$ cat src/rtl/nfu2_accum_pipe.sv
// Purpose: NFU-2 stage, per-lane adder-tree reduction of Tn signed products and multi-beat accumulation (wrap or saturate).
// Latency: last beat accepted at edge t, result presented with o_valid from edge t+2.
// Backpressure: o_ready low in FLUSH/DONE; result held in DONE until i_ready, beats are not accepted meanwhile.
module nfu2_accum_pipe #(
  parameter int BIT_WIDTH = 16,
  parameter int Tn        = 16,
  parameter int NUM_LANES = 4,
  parameter int PASS_W    = 8
) (
  input  logic                              clk,
  input  logic                              rst_n,
  input  logic                              i_valid,
  output logic                              o_ready,
  input  logic [NUM_LANES*Tn*BIT_WIDTH-1:0] i_nfu1,
  input  logic [NUM_LANES*BIT_WIDTH-1:0]    i_partial_sum,
  input  logic                              i_load_partial_sum,
  input  logic [PASS_W-1:0]                 i_num_passes,
  input  logic                              i_sat_en,
  output logic                              o_valid,
  input  logic                              i_ready,
  output logic [NUM_LANES*BIT_WIDTH-1:0]    o_output,
  output logic                              o_busy
);

  localparam int LOG_TN = $clog2(Tn);
  localparam int TW     = BIT_WIDTH + LOG_TN;  // full-precision tree width
  localparam int SW     = TW + 1;              // accumulator + tree without overflow
  localparam logic signed [SW-1:0] MAXV = {{(SW-BIT_WIDTH+1){1'b0}}, {(BIT_WIDTH-1){1'b1}}};
  localparam logic signed [SW-1:0] MINV = {{(SW-BIT_WIDTH+1){1'b1}}, {(BIT_WIDTH-1){1'b0}}};

  typedef enum logic [1:0] {IDLE, ACCUM, FLUSH, DONE} state_t;

  state_t                              state;
  logic [PASS_W-1:0]                   passes;
  logic [PASS_W-1:0]                   beat_cnt;
  logic                                sat_q;
  logic                                load_q;
  logic [NUM_LANES*BIT_WIDTH-1:0]      ps_q;
  logic [NUM_LANES*Tn*BIT_WIDTH-1:0]   s1_prod;
  logic                                s1_vld;
  logic                                s1_first;
  logic                                s1_last;
  logic [NUM_LANES*BIT_WIDTH-1:0]      acc;
  logic [NUM_LANES*BIT_WIDTH-1:0]      acc_nxt;

  logic                                accept;
  logic [PASS_W-1:0]                   cur_passes;
  logic [PASS_W-1:0]                   cur_cnt;
  logic                                is_last;
  logic signed [TW-1:0]                tree;
  logic signed [BIT_WIDTH-1:0]         base;
  logic signed [SW-1:0]                sum;

  assign o_ready  = (state == IDLE) || (state == ACCUM);
  assign o_busy   = (state != IDLE);
  assign o_valid  = (state == DONE);
  assign o_output = o_valid ? acc : '0;
  assign accept   = i_valid && o_ready;

  // In IDLE the incoming beat is the first one, so last-beat detection uses the live pass count.
  always_comb begin
    cur_passes = passes;
    cur_cnt    = beat_cnt;
    if (state == IDLE) begin
      cur_passes = (i_num_passes == '0) ? PASS_W'(1) : i_num_passes;
      cur_cnt    = '0;
    end
    is_last = (cur_cnt == cur_passes - PASS_W'(1));
  end

  // Control FSM: pass configuration latch, beat counting and result handshake.
  always_ff @(posedge clk or negedge rst_n) begin
    if (!rst_n) begin
      state    <= IDLE;
      passes   <= '0;
      beat_cnt <= '0;
      sat_q    <= 1'b0;
      load_q   <= 1'b0;
      ps_q     <= '0;
    end else begin
      case (state)
        IDLE: if (accept) begin
          passes   <= cur_passes;
          sat_q    <= i_sat_en;
          load_q   <= i_load_partial_sum;
          ps_q     <= i_partial_sum;
          beat_cnt <= PASS_W'(1);
          state    <= is_last ? FLUSH : ACCUM;
        end
        ACCUM: if (accept) begin
          beat_cnt <= beat_cnt + PASS_W'(1);
          if (is_last) state <= FLUSH;
        end
        // Leave once the last beat has left S1 and landed in the accumulator.
        FLUSH: if (!(s1_vld && s1_last)) state <= DONE;
        DONE: if (i_ready) begin
          beat_cnt <= '0;
          state    <= IDLE;
        end
        default: state <= IDLE;
      endcase
    end
  end

  // Input stage S1: registers products and beat-position flags so the tree never sees i_nfu1 directly.
  always_ff @(posedge clk or negedge rst_n) begin
    if (!rst_n) begin
      s1_vld   <= 1'b0;
      s1_first <= 1'b0;
      s1_last  <= 1'b0;
      s1_prod  <= '0;
    end else begin
      s1_vld <= accept;
      if (accept) begin
        s1_prod  <= i_nfu1;
        s1_first <= (state == IDLE);
        s1_last  <= is_last;
      end
    end
  end

  // Per-lane adder tree at full precision, then add to seed/accumulator and wrap or clamp.
  always_comb begin
    acc_nxt = '0;
    tree    = '0;
    base    = '0;
    sum     = '0;
    for (int l = 0; l < NUM_LANES; l++) begin
      tree = '0;
      for (int k = 0; k < Tn; k++) begin
        tree = tree + TW'($signed(s1_prod[(l*Tn+k)*BIT_WIDTH +: BIT_WIDTH]));
      end
      if (!s1_first)   base = acc[l*BIT_WIDTH +: BIT_WIDTH];
      else if (load_q) base = ps_q[l*BIT_WIDTH +: BIT_WIDTH];
      else             base = '0;
      sum = SW'(base) + SW'(tree);
      if (sat_q && (sum > MAXV))      acc_nxt[l*BIT_WIDTH +: BIT_WIDTH] = MAXV[BIT_WIDTH-1:0];
      else if (sat_q && (sum < MINV)) acc_nxt[l*BIT_WIDTH +: BIT_WIDTH] = MINV[BIT_WIDTH-1:0];
      else                            acc_nxt[l*BIT_WIDTH +: BIT_WIDTH] = sum[BIT_WIDTH-1:0];
    end
  end

  // Accumulator register: advances only when S1 holds a beat, so gaps leave it untouched.
  always_ff @(posedge clk or negedge rst_n) begin
    if (!rst_n) acc <= '0;
    else if (s1_vld) acc <= acc_nxt;
  end

endmodule

$ cat config.mk
export PLATFORM = sky130hd
export DESIGN_NAME = nfu2_accum_pipe
export DESIGN_NICKNAME = d
export VERILOG_FILES = /design/src/rtl/nfu2_accum_pipe.sv
export SDC_FILE = /design/constraint.sdc
export NUM_CORES = 2
export LEC_CHECK = 0
export ABC_AREA = 1
export CAP_MARGIN = 20
export CORE_AREA = 8 8 446 448
export CTS_CLUSTER_DIAMETER = 60
export CTS_CLUSTER_SIZE = 28
export DETAILED_ROUTE_END_ITERATION = 16
export DIE_AREA = 0 0 454 456
export PLACE_DENSITY_LB_ADDON = 0.3
export SETUP_SLACK_MARGIN = 0.15
export SLEW_MARGIN = 20
export SYNTH_ARGS = -nofsm -noshare
export SYNTH_HDL_FRONTEND = slang
export SYNTH_SLANG_ARGS = --single-unit
export TNS_END_PERCENT = 20
$ cat constraint.sdc
create_clock -name clk -period 13 [get_ports clk]
set_input_delay 1.3 -clock clk [delete_from_list [all_inputs] [get_ports clk]]
set_output_delay 1.3 -clock clk [all_outputs]
set_load 0.02 [all_outputs]
==> impl_metrics.ini <==
[floorplanning]
ios = 1169
initial_core_util = 0.394
die_area_mm2 = 0.207
die_y_um = 456
die_w_um = 454
std_cell_rows = 161
core-area_mm2 = 0.192

[clock_tree]
clk_latency_ns = 0.80
clock_path_buffers = 3
ctsHoldBuffers = 0
cts_resized = 0
cts_root_buf = clkbuf_16
cts.sinks = 1175
htreeDepth = 3
clkTransAtPathRegs_ns = 0.08
cts_tree = done
postCtsSetupBuffers = 0
cts_buffers = 119

[layout]
drive_gt1_frac = 0.0399
area_growth_pct = 24.7
nets = 11500
fillers = 17800
stdcell_count = 11900

[global_route]
first_global_vias = 61100
grt_usage = 0.259
grt_max_degree = 235
grt-ovfl-total = 0
grt_pass1_wl_um = 398000
antenna_found_initial = 62

[min_path]
min_path_cells = 2
min_path_type = reg -> reg

[worst_setup_path]
critPathArrivalTime_ns = 8.11
max_stage_delay_ns = 1.08
setup.worst_path.start_class = flip-flop
cp_slowest_cell = dfrtp_4
critPathKind = reg -> reg
reg2regPathDepth = 25
cp_num_buf_inv = 6
critPathRequiredTime_ns = 13.70
path_max_fanout = 65
cpLargestDelayFamily = adder cells
cp.depth = 25
critical_path.endpoint_type = flip-flop
critical_path.most_common_cell = nand2_1

[synth]
yosys-top-cells-area = dfrtp_1 (39%), fa_1 (27%), nand2_1 (12%)
synth_compound_area_frac = 0.0569
synth_top_family_by_area = adder cells
synth.top_cell.area_share = 0.389
syn_nets = 10400
seq_area_frac_synth = 0.389
synth-seq-cells = 1175
ys_types = 40
syn-cell-area_mm2 = 0.0755
synth_cells = 8233
synth_fa_ha_area_frac = 0.284
synth_warnings = 0
yosys.area_share.simple = 0.145
synthXorXnorAreaFrac = 0.00684
synth_mux_area_frac = 0.00969
synth_top_area_cell = dfrtp_1
synth.avg_cell_area_um2 = 9.17

[route]
postRouteAntennaNets = 0
drc_errors = 0
dr.first_iter.drc_count = 4896
vias = 57200
vias_per_cell = 4.78
drt_first_pass_iters = 6
wl_um = 272000
wl_per_cell_um = 22.8

[timing]
max_slew_margin = 0.266
tns_ns = 0
grt_setup_unrepaired = no
setup_viol = 0
setup_ws_ns = 5.60
fin_crit_ns = 7.40
max_freq_mhz = 135
post-route-period-util = 0.570
worstMarginPinSlew_ns = 1.10
report.final.slew_viol_count = 0
skew_ns = 0.0307
hold_viol = 0

[place]
dp_slack_ns = 5.46
gp_congestion = 0.977
io_buffers = 1168
hpwl_um = 223000
dp_cells = 11700

[flow_run]
cap_viol_max_count = 0

[run_status]
status = finished, final reports clean
[metrics by stage]
stage	util	cell area [um^2]	hold WS, ns
6_report	0.491	94100	0.493
5_1_grt	0.491	94100	0.509
4_1_cts	0.491	94000	0.497
3_5_place_dp	0.468	89600	0.474
3_3_place_gp	0.468	89600	0.466
2_1_floorplan	-	75500	0.448
[worst paths after layout]
check	start	to	slack, ns
worst max-delay path	s1_first	acc[54]	5.60
worst min-delay path	passes[5]	passes[5]	0.49
worst max register to register	s1_first	acc[54]	5.60
worst min register to register	passes[5]	passes[5]	0.49
max in group asynchronous	rst_n	s1_prod[821]	9.44
min in group asynchronous	rst_n	s1_prod[407]	0.54
[worst reg2reg max path, stage by stage (launching register included)]
cell and delay (ns):
dfrtp_4 1.08, clkinv_2 0.86, buf_4 0.56, nand2_1 0.15, nand2_1 0.06, inv_1 0.08, fa_1 0.41, inv_1 0.09
fa_1 0.44, fa_1 0.55, inv_1 0.05, fa_1 0.47, inv_1 0.04, ha_1 0.23, fa_1 0.53, nand2_1 0.11
nand2_1 0.08, nand3_1 0.08, nand2_1 0.15, nand2_2 0.14, nand3_1 0.08, nand2_1 0.08, nand3_1 0.09, o21ai_2 0.61
nand2_1 0.16, a21oi_2 0.17
[layout make-up]
class	count	area (um^2)	share of cell area
Tap cell	2526	3160	0.0336
Sequential cell	1175	29400	0.312
Antenna cell	46	115	0.00122
Timing Repair Buffer	1201	12000	0.128
Clock inverter	104	1420	0.0151
Clock buffer	123	3030	0.0322
Multi-Input combinational cell	4904	38000	0.403
Inverter	1868	7020	0.0746
[cells by family after synthesis]
logic type               count (synthesis)
AND/OR/NAND/NOR                       2829
AO/OA/AOI/OAI                          837
adder cells (fa/ha/maj)               1114
multiplexers                            65
buffers and inverters                 2154
flip-flops                            1175
XOR/XNOR                                59
[layout by cell type, fill, tap and decap left out, drive strengths merged, types with 37 or more instances in the layout]
| cell | n |
|---|---|
| nor2 | 166 |
| nand3 | 160 |
| clkbuf | 123 |
| mux2 | 65 |
| diode | 46 |
| dfrtp | 1175 |
| a21oi | 132 |
| fa | 1000 |
| ha | 114 |
| inv | 1920 |
| clkdlybuf4s50 | 1167 |
| nand2 | 2476 |
| clkinv | 37 |
| o21ai | 694 |
[sequential cells by signal (all words and copies together), names as in the netlist, 2 cells and up]
signal	count
beat_cnt	8
s1_prod	1024
acc	64
passes	8
state	2
ps_q	64
[routing by layer]
metal / up-vias / part of all wire / GRT usage
met5: - / 0.00019 / 0
met4: 8 / 0.046 / 0.113
met3: 381 / 0.065 / 0.0458
met2: 1917 / 0.49 / 0.430
met1: 28700 / 0.40 / 0.335
li1: 26200 / - / -
[cell usage after synthesis, drive strengths merged]
cell type  count
buf           83
a211oi         1
o21a           1
o211ai         1
inv         1867
o21bai         3
or2            5
ha           114
nand2       2476
nor3b          1
xnor2         24
nor4           1
xor2          35
dfrtp       1175
clkinv         1
nor3           9
o22ai          1
mux2          65
nand3        160
a21oi        132
clkbuf       203
fa          1000
a31oi          4
o21ai        694
and3           5
nor2         166
nand4          6
Power is left out: the tool's default activity adds up to more than one toggle a clock period on the data nets, which glitch-free logic cannot reach.
